`src/rtl/mem_pkg.sv`:
```
// Purpose: shared defaults, row type and sequencer state encoding for the SRAM read path.
// Latency: n/a (types, constants and one combinational helper only).
// Backpressure: n/a.
package mem_pkg;

  localparam int DEF_NUM_BANK   = 16;
  localparam int DEF_DATA_WIDTH = 16;
  localparam int DEF_ADDR_WIDTH = 16;
  localparam int DEF_SRAM_DEPTH = 256;
  localparam int DEF_ROW_BITS   = $clog2(DEF_SRAM_DEPTH);

  // One vector row: a word from every bank, bank i in element [i].
  typedef logic [DEF_NUM_BANK-1:0][DEF_DATA_WIDTH-1:0] row_t;

  typedef enum logic [1:0] {
    ST_IDLE  = 2'd0,
    ST_RUN   = 2'd1,
    ST_DRAIN = 2'd2
  } state_e;

  // A new read may go out only if, after this cycle's pop, the rows already
  // buffered plus the row coming back from the SRAM leave a free FIFO slot.
  function automatic logic can_issue(input logic [1:0] occ,
                                     input logic       inflight,
                                     input logic       pop);
    return ({1'b0, occ} + {2'b00, inflight}) < (3'd2 + {2'b00, pop});
  endfunction

endpackage

```
`src/rtl/mem_rd_fifo.sv`:
```
// Purpose: 2-entry FIFO holding returned SRAM rows plus their last tag.
// Latency: 1 cycle push-to-head; head is a registered slot.
// Backpressure: head holds while pop=0; push into a full FIFO without a pop is illegal.
//
// Ports: push/push_dat write an entry, pop retires the head,
//        head_vld/head_dat expose the oldest entry, occ is the entry count (0..2).
module mem_rd_fifo #(
  parameter int WIDTH = 8
) (
  input  logic             clk,
  input  logic             rstn,
  input  logic             push,
  input  logic [WIDTH-1:0] push_dat,
  input  logic             pop,
  output logic [WIDTH-1:0] head_dat,
  output logic             head_vld,
  output logic [1:0]       occ
);

  logic [WIDTH-1:0] slot_q [2];
  logic [WIDTH-1:0] slot_d [2];
  logic             wr_ptr_q, wr_ptr_d;
  logic             rd_ptr_q, rd_ptr_d;
  logic [1:0]       occ_q, occ_d;
  logic             do_pop;

  always_comb begin
    slot_d   = slot_q;
    wr_ptr_d = wr_ptr_q;
    rd_ptr_d = rd_ptr_q;
    occ_d    = occ_q;
    do_pop   = pop && (occ_q != 2'd0);

    // When full, wr_ptr equals rd_ptr: the head is read out this cycle from
    // slot_q before the same slot is overwritten, so push+pop on full is safe.
    if (push) begin
      slot_d[wr_ptr_q] = push_dat;
      wr_ptr_d         = ~wr_ptr_q;
    end
    if (do_pop) begin
      rd_ptr_d = ~rd_ptr_q;
    end

    if (push && !do_pop) begin
      occ_d = occ_q + 2'd1;
    end else if (!push && do_pop) begin
      occ_d = occ_q - 2'd1;
    end
  end

  always_ff @(posedge clk or negedge rstn) begin
    if (!rstn) begin
      slot_q[0] <= '0;
      slot_q[1] <= '0;
      wr_ptr_q  <= 1'b0;
      rd_ptr_q  <= 1'b0;
      occ_q     <= 2'd0;
    end else begin
      slot_q[0] <= slot_d[0];
      slot_q[1] <= slot_d[1];
      wr_ptr_q  <= wr_ptr_d;
      rd_ptr_q  <= rd_ptr_d;
      occ_q     <= occ_d;
    end
  end

  assign head_dat = slot_q[rd_ptr_q];
  assign head_vld = (occ_q != 2'd0);
  assign occ      = occ_q;

  a_no_overflow: assert property (@(posedge clk) disable iff (!rstn)
    !(push && (occ_q == 2'd2) && !pop));

endmodule

```
`src/rtl/mem_rd_seq.sv`:
```
// Purpose: command-driven row read sequencer in front of a banked 1-cycle SRAM.
// Latency: first out_valid 2 cycles after command acceptance; 1 row/cycle sustained.
// Backpressure: out_valid/out_ready stream; reads stall on credit, nothing is dropped.
//
// Ports: cmd_valid/cmd_ready + cmd_base/cmd_len/cmd_stride accept a command;
//        rd_en/rd_addr drive all banks, rd_data returns one cycle later;
//        out_valid/out_ready/out_data/out_last carry rows; busy and done report progress.
module mem_rd_seq
  import mem_pkg::*;
#(
  parameter int NUM_BANK   = DEF_NUM_BANK,
  parameter int DATA_WIDTH = DEF_DATA_WIDTH,
  parameter int ADDR_WIDTH = DEF_ADDR_WIDTH,
  parameter int SRAM_DEPTH = DEF_SRAM_DEPTH
) (
  input  logic                                 clk,
  input  logic                                 rstn,
  input  logic                                 cmd_valid,
  output logic                                 cmd_ready,
  input  logic [ADDR_WIDTH-1:0]                cmd_base,
  input  logic [ADDR_WIDTH-1:0]                cmd_len,
  input  logic [ADDR_WIDTH-1:0]                cmd_stride,
  output logic [NUM_BANK-1:0]                  rd_en,
  output logic [NUM_BANK-1:0][ADDR_WIDTH-1:0]  rd_addr,
  input  logic [NUM_BANK-1:0][DATA_WIDTH-1:0]  rd_data,
  output logic                                 out_valid,
  input  logic                                 out_ready,
  output logic [NUM_BANK-1:0][DATA_WIDTH-1:0]  out_data,
  output logic                                 out_last,
  output logic                                 busy,
  output logic                                 done
);

  localparam int                    FIFO_W   = NUM_BANK * DATA_WIDTH + 1;
  localparam logic [ADDR_WIDTH-1:0] ROW_MASK = ADDR_WIDTH'(SRAM_DEPTH - 1);
  localparam logic [ADDR_WIDTH-1:0] ONE      = ADDR_WIDTH'(1);

  state_e                state_q, state_d;
  logic [ADDR_WIDTH-1:0] addr_q, addr_d;
  logic [ADDR_WIDTH-1:0] len_q, len_d;
  logic [ADDR_WIDTH-1:0] stride_q, stride_d;
  logic [ADDR_WIDTH-1:0] issued_q, issued_d;
  logic [ADDR_WIDTH-1:0] rd_row_q, rd_row_d;
  logic                  inflight_q, inflight_d;
  logic                  inflight_last_q, inflight_last_d;
  logic                  done_q, done_d;

  logic                  issue;
  logic                  last_row;
  logic                  pop;
  logic                  credit;
  logic [1:0]            fifo_occ;
  logic [FIFO_W-1:0]     fifo_head;
  logic                  fifo_vld;

  assign pop      = out_valid & out_ready;
  assign credit   = can_issue(fifo_occ, inflight_q, pop);
  assign last_row = (issued_q == len_q - ONE);

  always_comb begin
    state_d   = state_q;
    addr_d    = addr_q;
    len_d     = len_q;
    stride_d  = stride_q;
    issued_d  = issued_q;
    done_d    = 1'b0;
    issue     = 1'b0;
    cmd_ready = 1'b0;
    busy      = 1'b0;

    case (state_q)
      ST_IDLE: begin
        // Held low during the done pulse so the next command lands a cycle later.
        cmd_ready = ~done_q;
        if (cmd_valid && !done_q) begin
          if (cmd_len != '0) begin
            addr_d   = cmd_base;
            len_d    = cmd_len;
            stride_d = cmd_stride;
            issued_d = '0;
            state_d  = ST_RUN;
          end else begin
            done_d = 1'b1;
          end
        end
      end

      ST_RUN: begin
        busy = 1'b1;
        if (credit) begin
          issue    = 1'b1;
          addr_d   = addr_q + stride_q;
          issued_d = issued_q + ONE;
          if (last_row) begin
            state_d = ST_DRAIN;
          end
        end
      end

      ST_DRAIN: begin
        busy = 1'b1;
        if (pop && out_last) begin
          done_d  = 1'b1;
          state_d = ST_IDLE;
        end
      end

      default: begin
        state_d = ST_IDLE;
      end
    endcase
  end

  // Row address is held between issues so rd_addr does not toggle when idle.
  always_comb begin
    rd_row_d        = issue ? (addr_q & ROW_MASK) : rd_row_q;
    inflight_d      = issue;
    inflight_last_d = issue & last_row;
    for (int i = 0; i < NUM_BANK; i++) begin
      rd_en[i]   = issue;
      rd_addr[i] = rd_row_d;
    end
  end

  always_ff @(posedge clk or negedge rstn) begin
    if (!rstn) begin
      state_q         <= ST_IDLE;
      addr_q          <= '0;
      len_q           <= '0;
      stride_q        <= '0;
      issued_q        <= '0;
      rd_row_q        <= '0;
      inflight_q      <= 1'b0;
      inflight_last_q <= 1'b0;
      done_q          <= 1'b0;
    end else begin
      state_q         <= state_d;
      addr_q          <= addr_d;
      len_q           <= len_d;
      stride_q        <= stride_d;
      issued_q        <= issued_d;
      rd_row_q        <= rd_row_d;
      inflight_q      <= inflight_d;
      inflight_last_q <= inflight_last_d;
      done_q          <= done_d;
    end
  end

  // rd_data is only meaningful the cycle after an issue; capture it then.
  mem_rd_fifo #(
    .WIDTH (FIFO_W)
  ) u_fifo (
    .clk      (clk),
    .rstn     (rstn),
    .push     (inflight_q),
    .push_dat ({rd_data, inflight_last_q}),
    .pop      (pop),
    .head_dat (fifo_head),
    .head_vld (fifo_vld),
    .occ      (fifo_occ)
  );

  assign out_valid = fifo_vld;
  assign out_data  = fifo_head[FIFO_W-1:1];
  assign out_last  = fifo_vld & fifo_head[0];
  assign done      = done_q;

endmodule

```
`config.mk`:
```
export PLATFORM = sky130hd
export DESIGN_NAME = mem_rd_seq
export DESIGN_NICKNAME = d
export VERILOG_FILES = /design/src/rtl/mem_pkg.sv /design/src/rtl/mem_rd_fifo.sv /design/src/rtl/mem_rd_seq.sv
export SDC_FILE = /design/constraint.sdc
export NUM_CORES = 1
export LEC_CHECK = 0
export CAP_MARGIN = 20
export CORE_AREA = 3 3 326 328
export CTS_BUF_LIST = sky130_fd_sc_hd__clkbuf_4 sky130_fd_sc_hd__clkbuf_8 sky130_fd_sc_hd__clkbuf_16
export DETAILED_ROUTE_END_ITERATION = 10
export DIE_AREA = 0 0 329 331
export PLACE_DENSITY_LB_ADDON = 0.15
export SYNTH_ARGS = -nofsm -noshare
export SYNTH_HDL_FRONTEND = slang
export SYNTH_HIERARCHICAL = 1
export SYNTH_SLANG_ARGS = --single-unit
```
`constraint.sdc`:
```
create_clock -name clk -period 7.47 [get_ports clk]
set_input_delay 1.494 -clock clk [delete_from_list [all_inputs] [get_ports clk]]
set_output_delay 1.494 -clock clk [all_outputs]
set_load 0.01 [all_outputs]
```
======== Yosys cells after proc, flatten, opt, wreduce, memory -nomap -nowiden ========
Index checks and enable logic that the tools add are counted.
operators by class
  reduce and logical (&&, ||, !) cells .... 18
  magnitude comparators ................... 4
  mux-type cells .......................... 31
  bitwise gates (word level) .............. 8
  eq/ne operators ......................... 8
  add/subtract/negate cells ............... 7
operators by type and width
  kind                                                       number
  2-to-1 mux 257 bit                                         4
  bitwise mux 514 bit                                        1
  demux 257 bit (select 1 bit)                               1
  2-to-1 mux 16 bit                                          7
  one-hot mux 16 bit (2 select lines)                        2
  adder 16 x 1 -> 16 bit (second input constant)             1
  adder 16 bit                                               1
  equality test 16 bit                                       1
  nonzero test 16 bit                                        1
  subtractor 16 x 1 -> 16 bit (second input constant)        1
  2-to-1 mux 2 bit                                           7
  inequality test 2 bit (second input constant)              5
  2-to-1 mux 1 bit                                           7
  logical AND 1 bit                                          6
  one-hot mux 2 bit (3 select lines)                         1
  nonzero test 2 bit                                         3
  AND reduction 5 bit                                        1
  greater-or-equal comparator 2 bit (second input constant)  2
  inverter 1 -> 2 bit                                        2
  AND reduction 4 bit                                        1
  adder 2 x 1 -> 3 bit                                       1
  adder 2 x 1 -> 3 bit (first input constant)                1
  AND 1 bit                                                  3
  zero test 1 bit                                            3
  other kinds (11)                                           13
storage, ports and cells
  logic and storage cells ................. 90
  register bits ........................... 603
  output and inout bits ................... 533
  bits of input ports ..................... 308

======== Longest topological paths before layout ========
Gate-level depths: netlist (run 1).
  depth after elaboration ................. 8
  depth in mapped cells ................... 11
  depth with buffers taken out ............ 10

======== Hierarchy ========
Netlist (run 1), hierarchy kept.
by module, submodules not included
  module       times used  cells an instance  sequential area each (µm²)  area an instance (µm²)
  mem_rd_fifo  1           1386               12962.4                     23120.9
  mem_rd_seq   1           634                1726.7                      5790.6

======== Worst setup path after synthesis (run 1) ========
No wires, ideal clock.
  path kind ............................... input-to-output
  start ................................... input port out_ready
  end ..................................... output port rd_addr[104] in the netlist's numbering
  data required time ...................... 5.976 ns
  arrival time ............................ 3.191 ns
  buffers on the path ..................... 2
  cell stages on the path ................. 7
  path slack .............................. 2.785 ns
  cell sequence ........................... nand3b_1 a21oi_1 nand2_1 inv_2 buf_1 nor2b_1 buf_4
RTL lines
  what         line              RTL
  from (decl)  mem_rd_seq.sv:27  input logic out_ready,
  to (decl)    mem_rd_seq.sv:24  output logic [NUM_BANK-1:0][ADDR_WIDTH-1:0] rd_addr,

==> results of run 1 <==
==> power groups by stage <==
stage	Combinational, mW	Clock (mW)	Sequential, mW
3_5_place_dp	10.7	0	5.72
4_1_cts	10.8	3.81	5.68
6_report	10.6	3.65	5.68
2_1_floorplan	6.86	0	5.34
5_1_grt	11.3	3.94	5.89
3_3_place_gp	10.7	0	5.60
==> stage by stage <==
| step | hold WS (ns) | total power, mW | utilization, % | setup slack [ns] |
|---|---|---|---|---|
| 2_1_floorplan | 0.454 | 12.2 | - | 2.78 |
| 3_3_place_gp | 0.463 | 16.3 | 35.2 | 1.81 |
| 3_5_place_dp | 0.475 | 16.5 | 35.2 | 1.73 |
| 4_1_cts | 0.487 | 20.3 | 37.7 | 1.71 |
| 5_1_grt | 0.492 | 21.1 | 37.7 | 1.58 |
| 6_report | 0.479 | 19.9 | 37.7 | 1.84 |
==> layout by cell type, fill, tap and decap left out, drive strengths merged, types with 13 or more instances in the layout <==
cell type / instances
diode: 15
buf: 16
nand2: 14
dfrtp: 587
inv: 24
mux2: 803
clkdlybuf4s50: 823
o21ai: 13
clkbuf: 115
a21oi: 13
xor2: 16
xnor2: 18
ha: 15
nor2: 35
==> worst max-delay path, delay by kind of cell <==
kind / cells / cell delay (ns)
buffers and inverters: 3 / 1.66
muxes: 1 / 0.50
AOI/OAI and AO/OA: 1 / 0.24
and+or+nand+nor: 2 / 0.21
==> metal layers <==
layer	up-vias	GRT usage (%)	part of all wire, %
met4	6	5.71	2.1
met5	-	0	0.040
met2	609	25.6	50
met1	8978	18.3	41
li1	7976	-	-
met3	111	4.42	7.1
==> flip-flops by register name, summed over array words and instances (netlist names), 2 cells and up <==
signal / cells
rd_row_q: 16
stride_q: 8
len_q: 16
u_fifo/occ: 2
addr_q: 8
issued_q: 16
state_q: 2
u_fifo/slot_q: 514
==> area by class of cell <==
type / instances / area share, %
flip-flops and latches: 587 / 37.6
inverters: 22 / 0.212
multi-input cells: 1053 / 29.5
diodes: 15 / 0.0962
repair buffers: 839 / 21.7
clock buffers: 115 / 5.76
clock inverters: 18 / 0.673
well taps: 1380 / 4.42
==> logic make-up (layout without fill, tap and decap cells) <==
logic type,count (synthesis),in the layout,synth area share (%)
muxes,809,809,34.1
xor gates and xnor gates,34,34,1.03
adders and majority gates,16,16,0.718
AOI/OAI and AO/OA,55,55,1.24
DFF,587,587,50.8
and+or+nand+nor,139,139,2.70
buffers and inverters,380,994,9.43
other,0,15,0
==> how the worst min path moves through the flow <==
stage                        from                  to  slack (ns)  cells past startpoint
3_3_place_gp   u_fifo/slot_q[475]  u_fifo/slot_q[475]        0.46                      1
4_1_cts        u_fifo/slot_q[474]  u_fifo/slot_q[474]        0.49                      1
5_1_grt        u_fifo/slot_q[476]  u_fifo/slot_q[476]        0.49                      1
6_report       u_fifo/slot_q[474]  u_fifo/slot_q[474]        0.48                      1
3_5_place_dp   u_fifo/slot_q[474]  u_fifo/slot_q[474]        0.47                      1
2_1_floorplan  u_fifo/slot_q[463]  u_fifo/slot_q[463]        0.45                      1
==> results.md, run 1 <==
* Post-DP HPWL at 58.6 mm
* Worst Setup SP: out_ready
* Die Area at 109,000 um^2
* Iteration-0 DRC Markers at 753
* Vias in the first global route at 19,500
* Boundary Pins at 841
* Post-layout min period at 5.63 ns
* Setup TNS at 0 ns
* Mean Syn Cell Area at 14.3 um^2
* Yosys Warn Count at 6
* Fin cells at 4,029
* Worst VDD drop at 0.000583 V
* CP dominant cell by count: clkdlybuf4s50_1
* H-tree level count at 3
* Fmax at 0.178 GHz
* Via density at 4.39
* Worst r2r src: inflight_q
* Synth Cell Area at 28,900 um^2
* WP data required at 5.98 ns
* Pwr Density at 510 nW/um^2
* Sw Pwr at 6.64 mW
* Clock Path Buffers at 3
* First-pass GRT wire length at 126 mm
* Final slew viol count at 0
* CTS Buf Count at 74
* Yosys top cell area share at 50.8%
* Num Clock Sinks at 587
* Final instance area at 39,000 um^2
* Clock share of power at 18.3%
* Setup Crit Path Kind: in2out
* Gpl congestion at 0.784
* Syn_nets at 2,344
* Headroom to the max-slew limit at 18.4%
* Core Area at 103,000 um^2
* Worst hold path class: reg2reg
* Worst-Margin Slew at 1.22 ns
* Largest net degree at the start of global routing at 172
* Sequential power share at 28.5%
* Critical path data arrival time at 4.13 ns
* P_leak at 16.1 nW
* Worst stage delay on the critical path at 0.61 ns
* Most numerous cell in the Yosys netlist: dfrtp_1
* Reg2reg setup slack at 3.66 ns
* Synth-to-layout area growth at 35.0%
* Port Buffers at 824
* Synth Register Bits at 587
* CP Cell Sequence: clkdlybuf4s50_1 -> nand3b_1 -> a21oi_1 -> nand2_1 -> inv_2 -> mux2_2 -> clkdlybuf4s50_1
* Drt total wl at 85.7 mm
* Antenna violations before repair at 28
* Critical path startpoint category: primary input
* Reg2Reg Depth at 10
* Drt pass-1 iters at 4
* Ys flop type: dfrtp_1
* Sw frac at 33.3%
* Synth cell types at 61
* Endpoint class of the critical path: output pin
* Die width at 329 um
* Starting Density at 27.9%
* Multi-input combinational cell area at 11,500 um^2
* Fin crit share at 75.3%
* Clock slew at reported path FFs at 0.05 ns
* Layout fillers at 9,841
* Gate power share at 53.2%
* Layout Nets at 2,901
* Post-synth EDFFs at 0
* Outcome: finished, final reports clean
* Resized Gates After CTS at 0
* Die Y-Extent at 331 um
* Gr ovfl total at 0
* Async SR Flop Fraction at 100%
* Synth Instances at 2,020
* Placed cell count at 3,878
* Register cell area after layout at 14,700 um^2
* Post-CTS setup buffer count at 0
* DRC violation count after routing at 0
* Total track usage at 15.2%
* Hold-fix buffers, CTS at 0
* Rows at 118
* CTS Root Cell: clkbuf_16
* Post-synth top cells: dfrtp_1, mux2_2, buf_4
* Synth area leaders: dfrtp_1, mux2_2, mux2_4
* Worst-Skew Late Latency at 0.64 ns
* CP max FO at 35
* Leading area contributor after synthesis: dfrtp_1
* Placed inst area at 36,500 um^2
* Final hold violation count at 0
* Share of post-route cells with drive strength above 1 at 35.9%
* RSZ-0062 raised after global routing: no
* R2r endpoint: issued_q[14]
* Max-cap violations at 0
* Cell Int Power at 13.3 mW
* Seq/Total Area, Yosys at 50.8%
* CTS tree: built
* Slowest-stage cell, CP: clkdlybuf4s50_1
* CP endpoint: rd_addr[160]
* Routed WL per cell at 21.3 um
* Setup violations, final at 0
* Final ANT Viol Nets at 0
* Final clock skew at 0.0200 ns
* Vias at 17,700
No activity file was read; power rests on OpenSTA's default activity.
==> run 2, diff against run 1 <==
- clock period: 7.47 -> 5.6 ns (I/O delays scaled with it)
==> run 2 against run 1 <==
Die area unchanged. Sequential share of layout area down 0.17 points. Clock skew down 0.0045 ns. Non-clock buffer count up 19. Largest power group unchanged.
==> results.md, run 2 (synthesis gave the netlist of run 1 again) <==
* Layout Nets at 2,921 (was 2,901)
* Final clock skew at 0.0155 ns (was 0.0200 ns)
* Total track usage at 15.3% (was 15.2%)
* Port Buffers at 824 (unchanged)
* CP max FO at 21 (was 35)
* Setup Crit Path Kind: in2out (unchanged)
* Layout fillers at 9,850 (was 9,841)
* RSZ-0062 raised after global routing: no (unchanged)
* Setup TNS at 0 ns (unchanged)
* CTS Buf Count at 75 (was 74)
* Die width at 329 um (unchanged)
* Commonest cells after routing, fill and taps aside: clkdlybuf4s50_1, dfrtp_1, mux2_2 (unchanged)
* Crit path max-delay family: buffers and inverters (unchanged)
* Reg2reg setup slack at 2.37 ns (was 3.66 ns)
* Vias at 17,800 (was 17,700)
* P_leak at 16.2 nW (was 16.1 nW)
* Worst-Margin Slew at 1.16 ns (was 1.22 ns)
* Fmax at 0.213 GHz
* Post-CTS setup buffer count at 0 (unchanged)
* Slowest-stage cell, CP: clkdlybuf4s50_1 (unchanged)
* Max FFs per register at 514 (unchanged)
* Pwr Density at 683 nW/um^2 (was 510 nW/um^2)
* Boundary Pins at 841 (unchanged)
* Biggest register: u_fifo/slot_q (unchanged)
* Drt pass-1 iters at 4 (unchanged)
* Critical path startpoint category: primary input (unchanged)
* CP Cell Sequence: clkdlybuf4s50_1 -> nand3b_1 -> a21oi_1 -> nand2_1 -> inv_2 -> buf_4 -> nor2b_1 -> buf_4 -> clkdlybuf4s50_1 (was clkdlybuf4s50_1 -> nand3b_1 -> a21oi_1 -> nand2_1 -> inv_2 -> mux2_2 -> clkdlybuf4s50_1)
* Rows at 118 (unchanged)
* Critical path data arrival time at 3.57 ns (was 4.13 ns)
* Worst VDD drop at 0.000757 V (was 0.000583 V)
* Commonest non-fill, non-tap cell in the layout: clkdlybuf4s50_1 (unchanged)
* CTS tree: built (unchanged)
* Worst stage delay on the critical path at 0.52 ns (was 0.61 ns)
* Clock slew at reported path FFs at 0.05 ns (about the same)
* R2r endpoint: state_q[0] (was issued_q[14])
* Synth-to-layout area growth at 35.6% (was 35.0%)
* Clock Path Buffers at 3 (unchanged)
* Placement Setup Slack at 0.815 ns (was 1.73 ns)
* Reg2Reg Depth at 7 (was 10)
* Via density at 4.41 (was 4.39)
* Worst-Skew Late Latency at 0.63 ns (was 0.64 ns)
* Outcome: finished, final reports clean (unchanged)
* First-pass GRT wire length at 127 mm (was 126 mm)
* Register cell area after layout at 14,700 um^2 (unchanged)
* WP data required at 4.48 ns (was 5.98 ns)
* Largest net degree at the start of global routing at 125 (was 172)
* Endpoint class of the critical path: output pin (unchanged)
* Final hold violation count at 0 (unchanged)
* Worst hold path class: in2async (was reg2reg)
* Fin crit share at 83.8%
* Post-layout min period at 4.69 ns
* Die Y-Extent at 331 um (unchanged)
* Core Area at 103,000 um^2 (unchanged)
* Drt total wl at 86.2 mm (was 85.7 mm)
* Routed WL per cell at 21.4 um (was 21.3 um)
* CTS Root Cell: clkbuf_16 (unchanged)
* Resized Gates After CTS at 0 (unchanged)
* DRC violation count after routing at 0 (unchanged)
* Hold-fix buffers, CTS at 0 (unchanged)
* Worst path buffer plus inverter count at 5 (was 3)
* Die Area at 109,000 um^2 (unchanged)
* Post-DP HPWL at 60.6 mm (was 58.6 mm)
* Gpl congestion at 0.811 (was 0.784)
* Max-cap violations at 0 (unchanged)
* Final slew viol count at 0 (unchanged)
* Iteration-0 DRC Markers at 693 (was 753)
* H-tree level count at 3 (unchanged)
* Num Clock Sinks at 587 (unchanged)
* Starting Density at 27.9% (unchanged)
* Multi-input combinational cell area at 11,500 um^2 (unchanged)
* Antenna violations before repair at 16 (was 28)
* Worst r2r src: len_q[5] (was inflight_q)
* Setup violations, final at 0 (unchanged)
* Share of post-route cells with drive strength above 1 at 36.2% (was 35.9%)
* Final WS setup at 0.906 ns (was 1.84 ns)
* Gr ovfl total at 0 (unchanged)
* Vias in the first global route at 19,600 (was 19,500)
* Final ANT Viol Nets at 0 (unchanged)
* Headroom to the max-slew limit at 22.5% (was 18.4%)
## run 2: how the worst max path moves through the flow
stage / startpoint / end / slack, ns / depth (start not counted)
2_1_floorplan: out_ready / rd_addr[104] / 1.66 / 7
3_3_place_gp: out_ready / rd_addr[234] / 0.84 / 9
3_5_place_dp: out_ready / rd_addr[234] / 0.81 / 9
4_1_cts: out_ready / rd_addr[234] / 0.81 / 9
5_1_grt: out_ready / rd_addr[234] / 0.71 / 9
6_report: out_ready / rd_addr[234] / 0.91 / 9
## run 2: power breakdown
part	total, mW	internal, mW	switching, mW
logic	14.3	8.50	5.77
clock network	4.93	3.04	1.89
registers	7.58	6.37	1.21
## run 2: per-layer routing
metal | vias up | share of wire [%] | global-route usage (%)
met5 | - | 0.031 | 0
met4 | 4 | 1.6 | 3.77
met3 | 97 | 6.7 | 4.06
met2 | 606 | 51 | 27.0
met1 | 9057 | 41 | 18.5
li1 | 8019 | - | -
## run 2: per-stage QoR
step	instances	hold slack (ns)	total power [mW]	utilization (%)	cell area, um^2
after floorplan	2020	0.454	16.3	-	28900
after global placement	3900	0.463	21.8	35.4	36700
after detailed placement	3900	0.474	22.1	35.4	36700
after CTS	4029	0.486	27.3	37.9	39200
after global routing	4030	0.502	28.3	37.9	39200
final	4032	0.477	26.8	37.9	39200
## run 2: layout make-up
class	instances	share of cell area, %
tap	1380	4.40
sequential	587	37.5
inverter	22	0.211
clock buffer	117	6.04
multi-input combinational	1053	29.4
antenna	3	0.0191
timing repair buffer	858	22.0
clock inverter	12	0.447
==> run 3, diff against run 2 <==
- clock period: 5.6 -> 4.3 ns (I/O delays scaled with it)
==> run 3 against run 2 <==
Hold slack got worse by 0.19 ns. Sequential cell count did not move. Routed wire length rose by 1.1%. Non-clock buffer count rose by 1. Largest cell class unchanged. Power rose by 31%. Combinational power rose by 31%. Sequential power rose by 29%. Global-route usage rose by 0.078 points. First-iteration DRC count rose by 0.72%. Critical endpoint is now rd_addr[41]. Critical path type is now reg2out. Setup slack got worse by 0.73 ns. Clock skew rose by 0.0043 ns.
==> results.md, run 3 (synthesis gave the netlist of run 1 again) <==
* Rows at 118 (unchanged)
* CTS Buf Count at 75 (unchanged)
* DRC violation count after routing at 0 (unchanged)
* Reg2reg setup slack at 1.04 ns (was 2.37 ns)
* Starting Density at 27.9% (unchanged)
* Synth-to-layout area growth at 36.3% (was 35.6%)
* Final slew viol count at 0 (unchanged)
* Pwr Density at 892 nW/um^2 (was 683 nW/um^2)
* Drt total wl at 87.2 mm (was 86.2 mm)
* Total track usage at 15.4% (was 15.3%)
* Hold-fix buffers, CTS at 0 (unchanged)
* Crit path max-delay family: buffers and inverters (unchanged)
* Clock Path Buffers at 3 (unchanged)
* Total power at 35.1 mW (was 26.8 mW)
* CP Cell Sequence: ha_1 -> ha_1 -> a21oi_2 -> nand2_1 -> inv_4 -> buf_4 -> nor2b_2 -> clkdlybuf4s50_1 (was clkdlybuf4s50_1 -> nand3b_1 -> a21oi_1 -> nand2_1 -> inv_2 -> buf_4 -> nor2b_1 -> buf_4 -> clkdlybuf4s50_1)
* Post-DP HPWL at 61.2 mm (was 60.6 mm)
* H-tree level count at 3 (unchanged)
* Endpoint class of the critical path: output pin (unchanged)
* Share of post-route cells with drive strength above 1 at 36.7% (was 36.2%)
* Headroom to the max-slew limit at 31.0% (was 22.5%)
* Iteration-0 DRC Markers at 698 (was 693)
* Boundary Pins at 841 (unchanged)
* Antenna violations before repair at 27 (was 16)
* Layout fillers at 9,887 (was 9,850)
* Clock slew at reported path FFs at 0.05 ns (about the same)
* Biggest register: u_fifo/slot_q (unchanged)
* Multi-input combinational cell area at 11,600 um^2 (was 11,500 um^2)
* Vias at 17,900 (was 17,800)
* Setup TNS at 0 ns (unchanged)
* Worst-Margin Slew at 1.03 ns (was 1.16 ns)
* Num Clock Sinks at 587 (unchanged)
* Critical path startpoint category: flop (was primary input)
* Layout Nets at 2,922 (was 2,921)
* Final instance area at 39,400 um^2 (was 39,200 um^2)
* Commonest non-fill, non-tap cell in the layout: clkdlybuf4s50_1 (unchanged)
* P_leak at 16.3 nW (was 16.2 nW)
* Gr ovfl total at 0 (unchanged)
* Commonest cells after routing, fill and taps aside: clkdlybuf4s50_1, dfrtp_1, mux2_2 (unchanged)
* Largest net degree at the start of global routing at 107 (was 125)
* Gpl congestion at 0.798 (was 0.811)
* CP dominant cell by count: ha_1
* WP data required at 3.44 ns (was 4.48 ns)
* First-pass GRT wire length at 127 mm (about the same)
* Die Area at 109,000 um^2 (unchanged)
* Post-layout min period at 4.12 ns
* Placed inst area at 36,700 um^2 (about the same)
* Worst path buffer plus inverter count at 3 (was 5)
* Final ANT Viol Nets at 0 (unchanged)
* CTS Root Cell: clkbuf_16 (unchanged)
* Max-cap violations at 0 (unchanged)
* Drt pass-1 iters at 5 (was 4)
* Final clock skew at 0.0198 ns (was 0.0155 ns)
* Setup Crit Path Kind: reg2out (was in2out)
* Fmax at 0.243 GHz
* Worst hold path class: in2async (unchanged)
* Final design utilization at 38.1% (was 37.9%)
* CP max FO at 17 (was 21)
* Setup violations, final at 0 (unchanged)
* Routed WL per cell at 21.6 um (was 21.4 um)
* Core Area at 103,000 um^2 (unchanged)
* Worst stage delay on the critical path at 0.66 ns (was 0.52 ns)
* Outcome: finished, final reports clean (unchanged)
* Slowest-stage cell, CP: clkdlybuf4s50_1 (unchanged)
* Max FFs per register at 514 (unchanged)
* Fin crit share at 95.8%
* CTS tree: built (unchanged)
* Die width at 329 um (unchanged)
* Final hold violation count at 0 (unchanged)
* Port Buffers at 824 (unchanged)
* Worst VDD drop at 0.000964 V (was 0.000757 V)
* Worst-Skew Late Latency at 0.63 ns (about the same)
* Register cell area after layout at 14,700 um^2 (unchanged)
* Via density at 4.43 (was 4.41)
* Die Y-Extent at 331 um (unchanged)
* Hold_ws at 0.286 ns (was 0.477 ns)
* Vias in the first global route at 19,500 (was 19,600)
* RSZ-0062 raised after global routing: yes (was no)
* Critical path data arrival time at 3.26 ns (was 3.57 ns)
[run 3: cell types whose count changed in the layout (fill, tap and decap cells not counted), sizes merged, moves of 2 or more]
cell      before  now
bufinv         3    6
clkinv         5    9
clkinvlp       1    3
diode          3   12
inv           25   27
clkbuf       117  108
[run 3: layout make-up]
type                       count  share of cell area, %
antenna                       12                 0.0762
clock buffer                 108                   5.72
clock inverter                23                  0.806
inverter                      22                  0.216
multi-input combinational   1053                   29.4
sequential                   587                   37.3
tap                         1380                   4.38
timing repair buffer         859                   22.2
[run 3: worst register-to-register path, cell delays in order, from the launching register on]
cell and delay, ns:
dfrtp_1 0.42, inv_1 0.08, ha_1 0.22, nor4b_1 0.71
a31oi_1 0.23, a2111oi_2 0.42, o21ai_1 0.12, or4_4 0.45
or4_1 0.44, nand3_1 0.12
[run 3: power by group]
group / total (mW) / internal [mW] / switching, mW
sequential: 9.81 / 8.30 / 1.52
combinational: 18.8 / 11.2 / 7.65
clock: 6.50 / 4.01 / 2.49
total: 35.1 / 23.5 / 11.7
[run 3: through the flow]
step,setup WS (ns),std cells
after floorplan,0.883,2020
after global placement,0.0235,3901
after detailed placement,-0.0327,3901
after CTS,-0.0959,4032
after global routing,-0.0465,4041
final,0.180,4044
[run 3: routing by layer]
| metal | up-vias | wire length, um | global-route usage [%] |
|---|---|---|---|
| li1 | 8014 | - | - |
| met5 | - | 34 | 0 |
| met3 | 133 | 6030 | 4.38 |
| met1 | 9119 | 35300 | 18.6 |
| met4 | 6 | 2610 | 5.44 |
| met2 | 649 | 43200 | 26.1 |
[run 3: path summary, 6_finish.rpt]
kind,cells past startpoint,start,endpoint
min,1,rstn,u_fifo/slot_q[473]
max in group asynchronous,2,rstn,u_fifo/slot_q[13]
max,8,inflight_q,rd_addr[41]
min reg2reg,1,u_fifo/slot_q[490],u_fifo/slot_q[490]
max reg2reg,9,len_q[0],state_q[0]
min in group clk,1,u_fifo/slot_q[490],u_fifo/slot_q[490]
[run 3: timing repair]
action	CTS	global route
endpoints found under the setup margin	256	209
setup buffers	0	0
gates resized for setup	15	5
